File: src/rtl/hls_deadlock_axis_stall_detector_pkg.sv
// -----------------------------------------------------------------------------
// hls_deadlock_pkg
// Shared types and helpers for the AXI-stream stall detector.
//   stall_state_t  : per-channel stall FSM encoding
//   MAX_CH         : upper bound on monitored channels (index fits in 4 bits)
//   lowest_set_idx : index of the lowest set bit of a MAX_CH vector, 0 if none
// -----------------------------------------------------------------------------
package hls_deadlock_pkg;

  localparam int MAX_CH = 16;

  typedef enum logic [1:0] {
    IDLE    = 2'd0,
    WAIT    = 2'd1,
    BLOCKED = 2'd2
  } stall_state_t;

  function automatic logic [3:0] lowest_set_idx(input logic [MAX_CH-1:0] vec);
    logic [3:0] idx;
    idx = '0;
    // Scan downwards so the lowest set bit is the last one written.
    for (int i = MAX_CH - 1; i >= 0; i--) begin
      if (vec[i]) idx = 4'(i);
    end
    return idx;
  endfunction

endpackage

File: src/rtl/hls_deadlock_axis_stall_detector_if.sv
// -----------------------------------------------------------------------------
// hls_deadlock_axis_stall_detector_if
// TVALID/TREADY pairs of the AXI-stream ports of one dataflow instance.
//   ch_valid [NUM_CH] : TVALID per stream
//   ch_ready [NUM_CH] : TREADY per stream
// Modports:
//   master : the side presenting the stream handshake (instance / stimulus)
//   slave  : the observer (stall detector), read-only
// -----------------------------------------------------------------------------
interface hls_deadlock_axis_stall_detector_if #(
  parameter int NUM_CH = 3
) ();

  logic [NUM_CH-1:0] ch_valid;
  logic [NUM_CH-1:0] ch_ready;

  modport master (output ch_valid, output ch_ready);
  modport slave  (input  ch_valid, input  ch_ready);

endinterface

File: src/rtl/hls_deadlock_axis_stall_detector_stall_channel.sv
// -----------------------------------------------------------------------------
// hls_deadlock_stall_channel
// One channel's stall FSM (IDLE -> WAIT -> BLOCKED) with a saturating
// consecutive-wait counter.
// Ports:
//   clock        : rising-edge clock
//   reset        : synchronous, active-high
//   i_wait       : this channel's wait condition for the current cycle
//   i_en         : detection enable; 0 forces the FSM back to IDLE
//   o_block      : registered block flag (state == BLOCKED)
//   o_block_nxt  : next-state blocked flag, for same-cycle aggregate outputs
// -----------------------------------------------------------------------------
module hls_deadlock_stall_channel
  import hls_deadlock_pkg::*;
#(
  parameter int TIMEOUT = 16,
  parameter int CNT_W   = 16
) (
  input  logic clock,
  input  logic reset,
  input  logic i_wait,
  input  logic i_en,
  output logic o_block,
  output logic o_block_nxt
);

  // Count value seen in WAIT during the TIMEOUT-th consecutive waiting cycle.
  localparam logic [CNT_W-1:0] LP_LAST = CNT_W'(TIMEOUT - 1);

  stall_state_t     r_state, w_state_nxt;
  logic [CNT_W-1:0] r_cnt, w_cnt_nxt;
  logic             r_block;
  logic             w_go;

  assign w_go = i_wait & i_en;

  // NOTE: sequential state uses non-blocking (<=) so every flop samples
  // pre-edge values regardless of block ordering.
  always_ff @(posedge clock) begin
    if (reset) begin
      r_state <= IDLE;
      r_cnt   <= '0;
      r_block <= 1'b0;
    end else begin
      r_state <= w_state_nxt;
      r_cnt   <= w_cnt_nxt;
      r_block <= (w_state_nxt == BLOCKED);
    end
  end

  // NOTE: every output of this block is defaulted first so no path can
  // leave a variable unassigned and infer a latch.
  always_comb begin
    w_state_nxt = r_state;
    w_cnt_nxt   = r_cnt;
    unique case (r_state)
      IDLE: begin
        w_cnt_nxt = '0;
        if (w_go) begin
          w_state_nxt = WAIT;
          w_cnt_nxt   = CNT_W'(1);
        end
      end
      WAIT: begin
        if (!w_go) begin
          w_state_nxt = IDLE;
          w_cnt_nxt   = '0;
        end else if (r_cnt == LP_LAST) begin
          // Counter stops here; BLOCKED never increments, so no wrap.
          w_state_nxt = BLOCKED;
        end else begin
          w_cnt_nxt = r_cnt + CNT_W'(1);
        end
      end
      BLOCKED: begin
        if (!w_go) begin
          w_state_nxt = IDLE;
          w_cnt_nxt   = '0;
        end
      end
      default: begin
        w_state_nxt = IDLE;
        w_cnt_nxt   = '0;
      end
    endcase
  end

  assign o_block     = r_block;
  assign o_block_nxt = (w_state_nxt == BLOCKED);

endmodule

File: src/rtl/hls_deadlock_axis_stall_detector.sv
// -----------------------------------------------------------------------------
// hls_deadlock_axis_stall_detector
// Per-channel AXI-stream block signals for the deadlock idx monitors. A
// channel is flagged once the instance has waited on it for TIMEOUT
// consecutive enabled cycles.
// Ports:
//   clock           : rising-edge clock
//   reset           : synchronous, active-high
//   monitor_en      : 1 = detect, 0 = all channels forced to IDLE
//   axis_if (slave) : ch_valid / ch_ready of each monitored stream
//   axis_block_sigs : registered per-channel block flags
//   any_block       : registered OR of the block flags
//   first_block_idx : lowest blocked channel index (valid with first_block_vld)
//   first_block_vld : a first-blocked index is available
// Build option HLS_DEADLOCK_STICKY_EN: first_block_* capture the first channel
// ever blocked and, with any_block, hold until reset. Without it they track the
// current block set (idx = lowest blocked channel, 0 when none).
// -----------------------------------------------------------------------------
module hls_deadlock_axis_stall_detector
  import hls_deadlock_pkg::*;
#(
  parameter int                NUM_CH        = 3,
  parameter int                TIMEOUT       = 16,
  parameter logic [NUM_CH-1:0] CONSUMER_MASK = NUM_CH'(1),
  parameter int                CNT_W         = 16
) (
  input  logic                               clock,
  input  logic                               reset,
  input  logic                               monitor_en,
  hls_deadlock_axis_stall_detector_if.slave  axis_if,
  output logic [NUM_CH-1:0]                  axis_block_sigs,
  output logic                               any_block,
  output logic [3:0]                         first_block_idx,
  output logic                               first_block_vld
);

  logic [NUM_CH-1:0] w_wait;
  logic [NUM_CH-1:0] w_blk_nxt;
  logic [MAX_CH-1:0] w_blk_nxt_ext;
  logic              w_any_nxt;

  logic              r_any;
  logic              r_vld;
  logic [3:0]        r_idx;

  for (genvar i = 0; i < NUM_CH; i++) begin : g_ch
    // Consumers stall on a missing TVALID, producers on a missing TREADY;
    // a handshake is never a wait in either direction.
    if (CONSUMER_MASK[i]) begin : g_cons
      assign w_wait[i] = axis_if.ch_ready[i] & ~axis_if.ch_valid[i];
    end else begin : g_prod
      assign w_wait[i] = axis_if.ch_valid[i] & ~axis_if.ch_ready[i];
    end

    hls_deadlock_stall_channel #(
      .TIMEOUT (TIMEOUT),
      .CNT_W   (CNT_W)
    ) u_ch (
      .clock       (clock),
      .reset       (reset),
      .i_wait      (w_wait[i]),
      .i_en        (monitor_en),
      .o_block     (axis_block_sigs[i]),
      .o_block_nxt (w_blk_nxt[i])
    );
  end

  assign w_blk_nxt_ext = MAX_CH'(w_blk_nxt);
  assign w_any_nxt     = |w_blk_nxt;

  // Aggregates are built from next-state flags so they register on the same
  // edge as the per-channel block bits.
  // NOTE: reset is synchronous; only control flops exist here, and all of
  // them are reset.
  always_ff @(posedge clock) begin
    if (reset) begin
      r_any <= 1'b0;
      r_vld <= 1'b0;
      r_idx <= '0;
    end else begin
`ifdef HLS_DEADLOCK_STICKY_EN
      r_any <= r_any | w_any_nxt;
      if (!r_vld && w_any_nxt) begin
        r_vld <= 1'b1;
        r_idx <= lowest_set_idx(w_blk_nxt_ext);
      end
`else
      r_any <= w_any_nxt;
      r_vld <= w_any_nxt;
      r_idx <= lowest_set_idx(w_blk_nxt_ext);
`endif
    end
  end

  assign any_block       = r_any;
  assign first_block_vld = r_vld;
  assign first_block_idx = r_idx;

endmodule

File: src/flat_wrapper.sv
// flat-port wrapper written by rule: the top's interface ports become plain ports
module hls_deadlock_axis_stall_detector_flat import hls_deadlock_pkg::*;
#(
  parameter int                NUM_CH        = 3,
  parameter int                TIMEOUT       = 16,
  parameter logic [NUM_CH-1:0] CONSUMER_MASK = NUM_CH'(1),
  parameter int                CNT_W         = 16
)
  (clock, reset, monitor_en, axis_block_sigs, any_block, first_block_idx, first_block_vld, axis_if_ch_valid, axis_if_ch_ready);
  hls_deadlock_axis_stall_detector_if #(.NUM_CH(NUM_CH)) axis_if_i ();
  input  logic clock;
  input  logic reset;
  input  logic monitor_en;
  output logic [NUM_CH-1:0] axis_block_sigs;
  output logic any_block;
  output logic [3:0] first_block_idx;
  output logic first_block_vld;
  input wire logic [$bits(axis_if_i.ch_valid)-1:0] axis_if_ch_valid;
  input wire logic [$bits(axis_if_i.ch_ready)-1:0] axis_if_ch_ready;
  assign axis_if_i.ch_valid = axis_if_ch_valid;
  assign axis_if_i.ch_ready = axis_if_ch_ready;
  hls_deadlock_axis_stall_detector #(.NUM_CH(NUM_CH), .TIMEOUT(TIMEOUT), .CONSUMER_MASK(CONSUMER_MASK), .CNT_W(CNT_W)) u_core (.clock(clock), .reset(reset), .monitor_en(monitor_en), .axis_if(axis_if_i), .axis_block_sigs(axis_block_sigs), .any_block(any_block), .first_block_idx(first_block_idx), .first_block_vld(first_block_vld));
endmodule
File: config.mk
export PLATFORM = sky130hd
export DESIGN_NAME = hls_deadlock_axis_stall_detector_flat
export DESIGN_NICKNAME = d
export VERILOG_FILES = /design/src/rtl/hls_deadlock_axis_stall_detector_pkg.sv /design/src/rtl/hls_deadlock_axis_stall_detector_if.sv /design/src/rtl/hls_deadlock_axis_stall_detector_stall_channel.sv /design/src/rtl/hls_deadlock_axis_stall_detector.sv /design/src/flat_wrapper.sv
export SDC_FILE = /design/constraint.sdc
export NUM_CORES = 1
export LEC_CHECK = 0
export CORE_UTILIZATION = 50
export DETAILED_ROUTE_END_ITERATION = 8
export PLACE_DENSITY = 0.69
export SLEW_MARGIN = 20
export SYNTH_ARGS = -nofsm -noshare
export SYNTH_HDL_FRONTEND = slang
export SYNTH_SLANG_ARGS = --single-unit
export TNS_END_PERCENT = 30
File: constraint.sdc
create_clock -name clock -period 5.6 [get_ports clock]
set_clock_uncertainty 0.15 [all_clocks]
set_input_delay 1.68 -clock clock [delete_from_list [all_inputs] [get_ports clock]]
set_output_delay 1.68 -clock clock [all_outputs]
set_load 0.02 [all_outputs]
**Word level (Yosys, flattened, before mapping)**

Index checks and enable logic that the tools add are counted.

- Register bits: 60
- Logic and storage cells: 83

- Reductions and logical operators: 9
- Multiplexer cells: 32
- Equal/unequal tests: 18
- Add/subtract/negate cells: 3
- Bitwise gates (word level): 9

Operator list:

| operator | number |
|---|---|
| 16-bit two-way mux | 9 |
| 16-bit one-hot mux with 3 select lines | 3 |
| 16-bit by 1-bit adder with 16-bit output (second input constant) | 3 |
| 16-bit by 4-bit == test with 1-bit output (second input constant) | 3 |
| 2-bit two-way mux | 13 |
| 2-bit one-hot mux with 3 select lines | 3 |
| 2-bit == test (second input constant) | 6 |
| 3-bit != test (second input constant) | 3 |
| 1-bit bitwise AND | 6 |
| 2-bit by 1-bit == test with 1-bit output (second input constant) | 3 |
| 2-bit zero test | 3 |
| 2-bit != test (second input constant) | 3 |
| 2-bit AND reduction | 3 |
| 3-bit OR reduction | 2 |
| 1-bit two-way mux | 4 |
| 1-bit NOT | 3 |
| 2-bit OR reduction | 1 |

**Depth between registers and ports, before layout**

- Word-level depth: 8
- Gate-level depth with buffers: 8
- Mapped depth without buffers: 7

**Modules after synthesis**

From an unflattened synthesis, not the netlist that was laid out.

- Cells, all modules: 356
- Area total of the unflattened synthesis: 3090.5 µm²

By module, submodules not included:

| module | sequential area each (µm²) | area each (µm²) | cells each | instances |
|---|---|---|---|---|
| hls_deadlock_stall_channel | 380.4 | 984.7 | 114 | 3 |
| hls_deadlock_axis_stall_detector | 60.1 | 136.4 | 14 | 1 |

**Least setup slack after synthesis**

OpenSTA, ideal clock, no wires.

- Path kind: input -> register
- Start: in reset
- End: reg u_core.g_ch[0].u_ch.r_cnt[15]
- Path slack: 2.439 ns
- Library setup time: 0.062 ns
- Stages: 6
- Data arrival time: 2.950 ns
- Cell sequence: buf_6 > nand4bb_2 > nor2_4 > nand2b_1 > or4_1 > nand3_1

RTL lines:

| element | RTL line | RTL |
|---|---|---|
| from (decl) | flat_wrapper.sv:12 | `input logic reset;` |
| to (signal assigned) | hls_deadlock_axis_stall_detector_stall_channel.sv:46 | `r_cnt <= w_cnt_nxt;` |
| to (decl) | hls_deadlock_axis_stall_detector_stall_channel.sv:31 | `logic [CNT_W-1:0] r_cnt, w_cnt_nxt;` |

**Worst setup path after layout**

- Start: in monitor_en
- End: reg u_core.g_ch[1].u_ch.r_cnt[12]

- Cells in the longest elaborated chain, start to end: 3

RTL lines:

| element | RTL line | RTL |
|---|---|---|
| from (decl) | flat_wrapper.sv:13 | `input logic monitor_en;` |
| 1-bit bitwise AND * | hls_deadlock_axis_stall_detector_stall_channel.sv:35 | `assign w_go = i_wait & i_en;` |
| 16-bit two-way mux (tied with other cells) | hls_deadlock_axis_stall_detector_stall_channel.sv:65 | `if (!w_go) begin` |
| 16-bit one-hot mux with 3 select lines or 2-bit AND reduction (tied branches) | - |  |
| to (signal assigned) | hls_deadlock_axis_stall_detector_stall_channel.sv:46 |  |
| to (decl) | hls_deadlock_axis_stall_detector_stall_channel.sv:31 |  |

Mark *: on every way between the ends. The rest lies on a longest branch, timed or not.
A chain may end at the register's enable or synchronous reset.

==> metrics.txt <==
status=finished, final reports clean; # Post-CTS Setup Buffers=0; Clock Tree Root=clkbuf_8; reg2reg start=u_core.g_ch[1].u_ch.r_cnt[0]; setup slack, reg-to-reg=between 2 and 3 ns; pin count of the biggest net entering global routing=20; max-slew violations=0; Setup TNS Final=0 ns; DR iter-0 viols=138; clock-pin transition on the worst setup and hold timing paths=0.06 ns; Comb power frac=2.2%; worst-path maximum fanout=14; Rel. slew slack=a little under half; most common cell after layout, fill and taps aside=dfxtp_1; Final nets=between 300 and 400; hold_buf cts=0; RSZ-0062 raised after global routing=false; WHS Endpoint=u_core.g_ch[2].u_ch.r_cnt[14]; FFs w/ async S/R, synth=0%; Final Cycle Share=between 60% and 70%; Total GRT Usage=between 20% and 30%; Critical Path RT=about 5.7 ns; distinct cell type count of the synthesized netlist=between 50 and 60; # port buffers=15; fmax=280 MHz; RR Endpoint=u_core.g_ch[1].u_ch.r_cnt[14]; Ports=18; first-pass GRT wire length=around 11000 um; critical path launch point type=primary input; Slew @ Worst Pin=roughly 0.80 ns; Sw Share=~22%; ANT cells=0; Critical Path End Type=register; share of post-route cells with drive strength above 1=roughly 9.2%; VDD IR max=165 uV; initial antenna violation count=0; number of max-cap violations=0; Critical Path AT=roughly 3.7 ns; DRT Wirelength=between 6000 and 7000 um; internal power=approximately 660 uW; WL/cell=14.6 um; count of cells resized by post-cts repair=0; Detail Route Antenna Nets=0; H-tree levels=3; num rows=27; leakage=0.00113 uW; register area share after synthesis=39.8%; sequential share of power=around half; Area Overhead vs Synth=10.2%; Min-Delay Path Depth=1; vias per inst=just under 6; EDFF count, synth=0; HP Start=u_core.g_ch[2].u_ch.r_cnt[14]; final instance count without filler cells=approximately 430; WS Path Type=in2reg; post-synthesis register bit count=60; grt ovf=0; Chip Height=~80 um; worst-skew pair later-pin latency=about 0.34 ns; HP Class=reg2reg; Cell Area, Synth=between 3000 and 4000 um2; Final Hold Fails=0; # DRC=0; CTS buffer count=9; Fillers=around 530; drt pass-1 iters=4; core area=5680 um2; Starting Density=53.1%; vias in the first global route=about 2300; GPL Wtd Cong=approximately 0.82; die span in x=roughly 80 um; Syn Area/Cell=just under 9 um2; worst reg2reg path depth=6; Final Setup Violations=0; clock network power share=~47%; pwr/cell area=about 250 nW/um2; Ys Warns=0; Most used DFF post-synth=dfxtp_1; placed cell count=415; post-DP HPWL=approximately 4400 um; TritonCTS clock tree=done; # clock sinks=60; via count=roughly 2500; CTS max path bufs=2; Synth Instances=between 300 and 400; Period minus WS final=approximately 3.6 ns; most frequent cells in the layout=60 x dfxtp_1, 39 x nor2_1, 30 x nand2_1; die area=~6300 um2; net load switching power=~190 uW
[registers in the layout, summed over array words and instances (netlist names)]
name / flops
u_core.g_ch.u_ch.r_cnt: 48
u_core.g_ch.u_ch.r_state: 6
u_core.g_ch.u_ch.o_block: 3
u_core.first_block_idx: 2
u_core.any_block: 1
[worst max-delay path: stages]
cell and delay [ns]:
clkdlybuf4s50_1 0.59, nand4b_1 0.37, nor2_1 0.70, o21ai_0 0.20
a21oi_1 0.14
[through the flow]
stage	area (um2)	setup slack, ns	util, %	power, uW	hold slack [ns]
after floorplan	3020	2.44	-	450	0.298
after global placement	3120	1.76	55.0	457	0.322
after detailed placement	3120	1.68	55.0	457	0.337
after CTS	3320	2.03	58.5	854	0.352
after global routing	3320	1.77	58.5	875	0.367
final	3320	2.03	58.5	843	0.345
[Yosys cell counts (8+ instances only)]
cell	number	area, um2
a21oi_1	14	70.1
a31oi_1	10	62.6
clkbuf_1	8	30.0
dfxtp_1	60	1200
nand2_1	30	113
nand3_1	10	50.1
nand4_1	8	50.1
nor2_1	39	146
o211ai_1	9	67.6
o21ai_0	20	100
xor2_1	25	219
[worst max path at each step]
stage	from	end	slack, ns	cells past startpoint
after detailed placement	monitor_en	u_core.g_ch[1].u_ch.r_cnt[12]	1.68	5
after floorplan	reset	u_core.g_ch[0].u_ch.r_cnt[15]	2.44	6
after global placement	monitor_en	u_core.g_ch[1].u_ch.r_cnt[12]	1.76	5
final	monitor_en	u_core.g_ch[1].u_ch.r_cnt[12]	2.03	5
after CTS	monitor_en	u_core.g_ch[1].u_ch.r_cnt[12]	2.03	5
after global routing	monitor_en	u_core.g_ch[1].u_ch.r_cnt[13]	1.77	5
[per-layer routing]
| layer | part of all wire (%) | vias up | global-route usage, % |
|---|---|---|---|
| met5 | 0 | - | 0 |
| met4 | 1.7 | 0 | 10.2 |
| met2 | 44 | 50 | 33.1 |
| met1 | 50 | 1160 | 28.8 |
| li1 | - | 1285 | - |
| met3 | 3.9 | 11 | 4.69 |
[logic make-up (layout without fill, tap and decap cells)]
group	after synthesis	after routing	synth area share, %
other	1	2	0.124
AO/OA/AOI/OAI	76	76	17.0
adder cells (fa/ha/maj)	3	3	1.24
buffers and inverters	28	38	5.60
AND/OR/NAND/NOR	153	153	28.4
flip-flops	60	60	39.8
XOR/XNOR	27	27	7.84
[power by group through the flow]
stage	Clock (uW)	Combinational, uW	Sequential, uW
floorplan	0	11.3	439
global placement	0	18.2	439
detailed placement	0	18.4	439
CTS	406	18.6	429
global route	426	20.1	429
finish	395	18.5	429
[final cells by class]
class	count	area, um2	share of cell area [%]
clock buffers	11	141	4.26
clock inverters	5	60.1	1.81
inverters	6	22.5	0.678
multi-input cells	261	1650	49.6
flip-flops and latches	60	1200	36.2
well taps	72	90.1	2.71
repair buffers	16	158	4.75
Power figures use the tool's default switching activity.
